### config.mk
export PLATFORM = sky130hd
export DESIGN_NAME = subword_store_unit
export DESIGN_NICKNAME = d
export VERILOG_FILES = /design/src/rtl/subword_store_unit.sv
export SDC_FILE = /design/constraint.sdc
export NUM_CORES = 1
export LEC_CHECK = 0
export BUFFER_PORTS_ARGS = -buffer_cell sky130_fd_sc_hd__buf_2
export CAP_MARGIN = 20
export CORE_MARGIN = 2
export CORE_UTILIZATION = 52
export CTS_CLUSTER_DIAMETER = 150
export DETAILED_ROUTE_END_ITERATION = 10
export GPL_TIMING_DRIVEN = 1
export PLACE_DENSITY_LB_ADDON = 0.15
export SLEW_MARGIN = 25
export SYNTH_ARGS = -nofsm -noshare
export SYNTH_HDL_FRONTEND = slang
export SYNTH_SLANG_ARGS = --single-unit
export TNS_END_PERCENT = 5
### constraint.sdc
create_clock -name clk -period 3.3 [get_ports clk]
set_clock_uncertainty 0.15 [all_clocks]
set_input_delay 0.165 -clock clk [delete_from_list [all_inputs] [get_ports clk]]
set_output_delay 0.165 -clock clk [all_outputs]
set_load 0.005 [all_outputs]
### src/rtl/subword_store_unit.sv
// rtl/subword_store_unit.sv - narrows a register value to byte/halfword/word and stores it via read-modify-write
//
// Ports:
//   clk, rst_n        clock, asynchronous active-low reset
//   start             request strobe, only looked at while idle
//   size              00 byte, 01 halfword, 10 word, 11 reserved
//   addr, wdata       byte address and register value of the store
//   busy              high whenever a request is in flight
//   done              one-cycle completion pulse (also for rejected requests)
//   err               with done: misaligned address or reserved size, memory untouched
//   trunc_ovf         with done: narrowing dropped significant bits of wdata
//   mem_addr          word address of the access
//   mem_rd, mem_wr    memory strobes, held until mem_ready
//   mem_wdata         merged word to write
//   mem_rdata         read data, taken when mem_rd and mem_ready
//   mem_ready         completes the active strobe on the same edge
module subword_store_unit (
  input  logic        clk,
  input  logic        rst_n,
  input  logic        start,
  input  logic [1:0]  size,
  input  logic [31:0] addr,
  input  logic [31:0] wdata,
  output logic        busy,
  output logic        done,
  output logic        err,
  output logic        trunc_ovf,
  output logic [31:0] mem_addr,
  output logic        mem_rd,
  output logic        mem_wr,
  output logic [31:0] mem_wdata,
  input  logic [31:0] mem_rdata,
  input  logic        mem_ready
);

  typedef enum logic [1:0] {IDLE, READ, WRITE, DONE} state_t;

  state_t      state, state_nx;
  logic [1:0]  size_q;
  logic [31:0] addr_q;
  logic [31:0] wdata_q;
  logic        err_q;
  logic [31:0] word_q;
  logic        misaligned;
  logic        trunc_raw;
  logic [31:0] merged;

  // Classified on the live request inputs so the rejection is decided at accept time.
  assign misaligned = (size == 2'b11) ||
                      ((size == 2'b01) && addr[0]) ||
                      ((size == 2'b10) && (addr[1:0] != 2'b00));

  // Insert the narrowed value into its little-endian lane of the word just read.
  always_comb begin
    merged = mem_rdata;
    case (size_q)
      2'b00:   merged[{addr_q[1:0], 3'b000} +: 8]  = wdata_q[7:0];
      2'b01:   merged[{addr_q[1], 4'b0000} +: 16] = wdata_q[15:0];
      default: merged = wdata_q;
    endcase
  end

  always_comb begin
    case (size_q)
      2'b00:   trunc_raw = (wdata_q[31:8] != {24{wdata_q[7]}});
      2'b01:   trunc_raw = (wdata_q[31:16] != {16{wdata_q[15]}});
      default: trunc_raw = 1'b0;
    endcase
  end

  always_ff @(posedge clk or negedge rst_n) begin
    if (!rst_n) begin
      state <= IDLE;
    end else begin
      state <= state_nx;
    end
  end

  always_comb begin
    state_nx = state;
    busy     = 1'b1;
    done     = 1'b0;
    mem_rd   = 1'b0;
    mem_wr   = 1'b0;
    case (state)
      IDLE: begin
        busy = 1'b0;
        if (start) begin
          if (misaligned)          state_nx = DONE;
          else if (size == 2'b10)  state_nx = WRITE;
          else                     state_nx = READ;
        end
      end
      READ: begin
        mem_rd = 1'b1;
        if (mem_ready) state_nx = WRITE;
      end
      WRITE: begin
        mem_wr = 1'b1;
        if (mem_ready) state_nx = DONE;
      end
      DONE: begin
        done     = 1'b1;
        state_nx = IDLE;
      end
      default: state_nx = IDLE;
    endcase
  end

  // Request capture and the write word; word stores never pass through READ,
  // so their write word is loaded straight from wdata at accept.
  always_ff @(posedge clk or negedge rst_n) begin
    if (!rst_n) begin
      size_q  <= 2'b00;
      addr_q  <= 32'h0;
      wdata_q <= 32'h0;
      err_q   <= 1'b0;
      word_q  <= 32'h0;
    end else begin
      if (state == IDLE && start) begin
        size_q  <= size;
        addr_q  <= addr;
        wdata_q <= wdata;
        err_q   <= misaligned;
        if (size == 2'b10) word_q <= wdata;
      end
      if (state == READ && mem_ready) word_q <= merged;
    end
  end

  assign mem_addr  = {addr_q[31:2], 2'b00};
  assign mem_wdata = word_q;
  assign err       = done & err_q;
  assign trunc_ovf = done & ~err_q & trunc_raw;

endmodule

# ---- Word-level counts from Yosys, hierarchy flattened
# Index checks and enable logic that the tools add are counted.
dict set report classes {
  n_addsub 2
  eq_ne 12
  shift 4
  mux 17
  n_bitwise 4
  n_reduce_logical 13
}
# op count
set op_table {}
lappend op_table {{$mux W32} 3}
lappend op_table {{$bwmux W32} 2}
lappend op_table {{$pmux W32 S2} 1}
lappend op_table {{$shift A16 B7 Y32 const A} 1}
lappend op_table {{$shift A8 B7 Y32 const A} 1}
lappend op_table {{$shiftx A16 B7 Y32} 1}
lappend op_table {{$shiftx A8 B7 Y32} 1}
lappend op_table {{$ne A24 B24 Y1} 1}
lappend op_table {{$ne A16 B16 Y1} 1}
lappend op_table {{$neg A5 Y7} 2}
lappend op_table {{$mux W2} 5}
lappend op_table {{$eq A2 B2 Y1 const B} 4}
lappend op_table {{$pmux W2 S4} 1}
lappend op_table {{$eq A2 B1 Y1 const B} 3}
lappend op_table {{$ne A2 B2 Y1 const B} 3}
lappend op_table {{$reduce_bool A2 Y1} 3}
lappend op_table {{$logic_and A1 B1 Y1} 4}
lappend op_table {{$logic_not A2 Y1} 2}
lappend op_table {{$mux W1} 4}
lappend op_table {{$and A1 B1 Y1} 3}
lappend op_table {{$reduce_and A3 Y1} 1}
lappend op_table {{$logic_or A1 B1 Y1} 2}
lappend op_table {{$pmux W1 S2} 1}
lappend op_table {{$reduce_and A2 Y1} 1}
lappend op_table {{$not A1 Y1} 1}
dict set report word_totals {
  reg_bits 101
  output_inout_bits 70
  word_cells 58
}

# ---- Longest topological paths before layout
dict set report logic_depth {
  depth_word 7
  depth_mapped 10
  mapped_depth_nobuf 7
}

# ---- Worst setup path after synthesis
# OpenSTA, ideal clock, no wires.
dict set report synth_timing {
  path_kind {register to register}
  start {register addr_q[1]}
  end {register word_q[31], in the netlist mem_wdata[31]}
  setup_ns 0.086
  arrival_ns 2.395
  t_required_ns 3.064
  slack_ns 0.669
  stages_incl_launch_ff 10
  period_less_slack_ns 2.631
  path_cell_list {dfrtp_1 -> buf_2 -> clkbuf_1 -> inv_1 -> ha_1 -> nor3b_4 -> nor3b_4 -> a221oi_1 -> a211o_1 -> a32oi_1}
}
dict set report synth_via {
  elab_chain_len 5
}
# item line_no
set synth_lines {}
lappend synth_lines {{start, declared} 40} ;# logic [31:0] addr_q;
lappend synth_lines {{start signal, assigned} 122} ;# addr_q <= addr;
lappend synth_lines {{$neg A5 Y7 (on tied branches)} {58, 57}}
lappend synth_lines {{$shiftx A16 B7 Y32 (tied with other cells)} 58} ;# 2'b01: merged[{addr_q[1], 4'b0000} +: 16] = wdata_q[15:0];
lappend synth_lines {{$bwmux W32 (on tied branches)} {58, 57}}
lappend synth_lines {{$pmux W32 S2 (*)} 56} ;# case (size_q)
lappend synth_lines {{$mux W32 (*)} 127} ;# if (state == READ && mem_ready) word_q <= merged;
lappend synth_lines {{end signal, assigned} 125} ;# if (size == 2'b10) word_q <= wdata;
lappend synth_lines {{end signal, assigned} 127}
lappend synth_lines {{end, declared} 43} ;# logic [31:0] word_q;
# Every way passes the cells marked *; elsewhere a longest branch is shown, timed or not.
# A chain may end at the register's enable or synchronous reset.

# ---- Worst setup path in the final report
dict set report layout_timing {
  start {register addr_q[1]}
  end {register word_q[27], in the netlist mem_wdata[27]}
}
# The elaborated chain is that of the path after synthesis.

==> metrics.md <==
| Metric | Value |
|---|---|
| Status | complete, no violations |
| WP data required | approximately 3.5 ns |
| IO buf count | 169 |
| Syn Inst Count | between 500 and 600 |
| Drt pass-1 iters | 5 |
| Setup bufs post-CTS | 0 |
| Biggest area consumer among synthesized cells | dfrtp_1 |
| Total internal power | 3645 µW |
| Main combinational cell family by area after synthesis | compound AO/OA/AOI/OAI gates |
| Fmax | 0.3736 GHz |
| Rel. slew slack | 43.11% |
| Post-synthesis mux area share | 16.17% |
| Share of the synthesized area in the top cell type | 45.24% |
| Sequential area share after synthesis | 45.24% |
| Rows | 37 |
| Power Dens Cells | 863.9 nW/µm² |
| Dpl cell area | 6292 µm² |
| Num CTS Buffers | 9 |
| Worst slew pin tran | 0.8504 ns |
| Global route overflow | 0 |
| # setup viols final | 0 |
| Worst Hold Class | in -> reg |
| CP Capture Type | flip-flop |
| Layout Cells excl Fill | 861 |
| First-iteration detailed-routing DRC count | 352 |
| Leakage power | around 0.0033 µW |
| Post-layout nets | 833 |
| Post-route ant nets | 0 |
| Die Y | 107.7 µm |
| Final Cell Area | ~7000 µm² |
| Flop2flop setup slack | around 0.62 ns |
| VDD IR-drop max | roughly 0.0005 V |
| Syn Area/Cell | 10.40 µm² |
| Clock Tree Buf Depth | 2 |
| Max cap viols | 0 |
| Routed length per instance | 19.08 µm |
| Switching share of total power | 40.97% |
| Die area | 11590 µm² |
| Async SR Flop Fraction | 100.0% |
| CORE AREA | 10370 µm² |
| Clock latency on the worst-skew pair | 0.38 ns |
| Compound-Gate Fraction of Synth Area | 17.00% |
| Global-route wire length before repair | 25980 µm |
| Final period utilization | 81.10% |
| Cells after DPL | 779 |
| Vias in the first global route | 5083 |
| Hold path cells | 4 |
| Hold path endpoint | state[1]$_DFFE_PN0P_ |
| GRT Total Usage | ~29% |
| Die X-Extent | around 110 µm |
| CTS tree | built |
| Post-synth EDFFs | 0 |
| Seq pwr share | 41.7% |
| Post-Route WL | ~16000 µm |
| Antenna fix cells | 0 |
| Yosys reg bits | 101 |
| Clock sinks | a little over 100 |
| Element type at the critical path start | flip-flop |
| Share of cells above drive strength 1 | 36.97% |
| Crit path max fanout | 12 |
| Post-synthesis adder-cell area fraction | 2.240% |
| Via count | 5123 |
| Most frequent cells in the layout | 168 x buf_2, 101 x dfrtp_1, 80 x nand2_1, 67 x dlygate4sd3_1, 66 x mux2_2 |
| Main synth FF type | dfrtp_1 |
| CP arrival | 2.83 ns |
| RR Startpoint | addr_q[1]$_DFFE_PN0P_ |
| Vias per cell | 5.950 |
| H-tree Lvls | 3 |
| Commonest non-fill, non-tap cell in the layout | buf_2 |
| Placer Congestion | 0.9057 |
| Worst-path clk slew | 0.10 ns |
| RSZ-0062 raised after global routing | false |
| Post-layout min period | roughly 2.7 ns |
| Antenna violations before repair | 0 |
| Initial Utilization | 53.87% |
| Netlist Area Pre-Place | 5587 µm² |
| Fin. Hold Viols | 0 |
| I/O Pins | 172 |
| Simple-gate share of the synthesized area | 11.47% |
| Largest net degree at the start of global routing | 59 |
| Synth unique cells | 42 |
| Xor/xnor share of the synthesized area | 0% |
| Worst R2R End | mem_wdata[27]$_DFFE_PN0P_ |
| Clock power frac | 12.2% |
| Root Driver | clkbuf_8 |
| P&R area growth vs syn | 27.95% |
| Area contributors post-synth | dfrtp_1 45%, mux2_2 13%, nand2_1 5.5% |
| Hold Path Origin | mem_ready |
| Combinational Power Share | 46.1% |
| Syn. warnings | 0 |
| Slew Limit Fails | 0 |
| Depth of the most critical reg-to-reg path | 7 |
| DP Wirelength | 11100 µm |
| Setup TNS | 0 ns |
| Kind of critical path | reg -> reg |
| P_sw | approximately 2500 µW |
| DRC Markers | 0 |
[power by group through the flow]
| stage | registers (µW) | logic, µW | clock network, µW |
|---|---|---|---|
| finish | 2580 | 2840 | 754 |
| CTS | 2560 | 2840 | 772 |
| global route | 2660 | 3140 | 811 |
| global placement | 2540 | 2690 | 0 |
| detailed placement | 2570 | 2770 | 0 |
| floorplan | 2300 | 2240 | 0 |
[cells in the mapped netlist (all sizes together) (10+ instances only)]
library cell / count
dfrtp: 101
nand3: 18
mux2i: 16
a221oi: 24
a21oi: 33
mux2: 66
a32oi: 16
a211o: 16
clkbuf: 29
buf: 43
a31oi: 17
nand2: 82
ha: 10
[what timing repair did]
item                      in CTS  in global routing
hold buffers                  67                  0
hold endpoints to repair     141                  0
gates resized for setup        0                  0
[critical path: stages (launching register included)]
cell and delay [ns]:
dfrtp_1 0.60, inv_1 0.16, ha_1 0.27, nor3b_4 0.39, nor3b_4 0.45, a221oi_1 0.14, a211o_1 0.30, a32oi_1 0.14
[how the worst max path moves through the flow]
| stage | cells past startpoint | from | end |
|---|---|---|---|
| floorplan | 9 | addr_q[1]$_DFFE_PN0P_ | mem_wdata[31]$_DFFE_PN0P_ |
| global placement | 7 | addr_q[1]$_DFFE_PN0P_ | mem_wdata[28]$_DFFE_PN0P_ |
| detailed placement | 7 | addr_q[1]$_DFFE_PN0P_ | mem_wdata[31]$_DFFE_PN0P_ |
| CTS | 4 | size_q[0]$_DFFE_PN0P_ | trunc_ovf |
| global route | 7 | addr_q[1]$_DFFE_PN0P_ | mem_wdata[31]$_DFFE_PN0P_ |
| finish | 7 | addr_q[1]$_DFFE_PN0P_ | mem_wdata[27]$_DFFE_PN0P_ |
[flip-flops by register name, indices dropped and copies added, names as in the netlist]
name       count
wdata_q       32
addr_q        32
size_q         2
err_q          1
mem_wdata     32
state          2
[stage by stage]
step	hold slack (ns)	setup WS [ns]	utilization, %	power [µW]
3_5_place_dp	0.04781	0.6760	60.68	5343
6_report	0.03841	0.6236	68.93	6175
5_1_grt	0.03930	0.4687	68.93	6605
3_3_place_gp	0.04707	0.7888	60.68	5228
2_1_floorplan	-0.2806	0.6693	-	4539
4_1_cts	0.02733	0.6233	68.93	6170
[cells by family (layout without fill, tap and decap cells)]
logic type                 count (synthesis)  after routing
DFF                                      101            101
AOI/OAI and AO/OA                        129            129
buffers and inverters                     81            268
and+or+nand+nor                          133            133
other                                      1              2
adders and majority gates                 10             10
muxes                                     82             82
[layout make-up]
class                   instances  area (µm²)
fillers                       827        3222
multi-input cells             356        2636
flip-flops and latches        101        2527
repair buffers                245        1599
well taps                     136       170.2
clock buffers                  11       151.4
clock inverters                 4       33.78
inverters                       8       30.03
[routing by layer]
layer	wire (µm)	GRT usage [%]
met1	6631	37.09
met2	8205	48.61
met3	1262	6.477
met4	324	9.615
met5	0	0
Power figures use the tool's default switching activity.
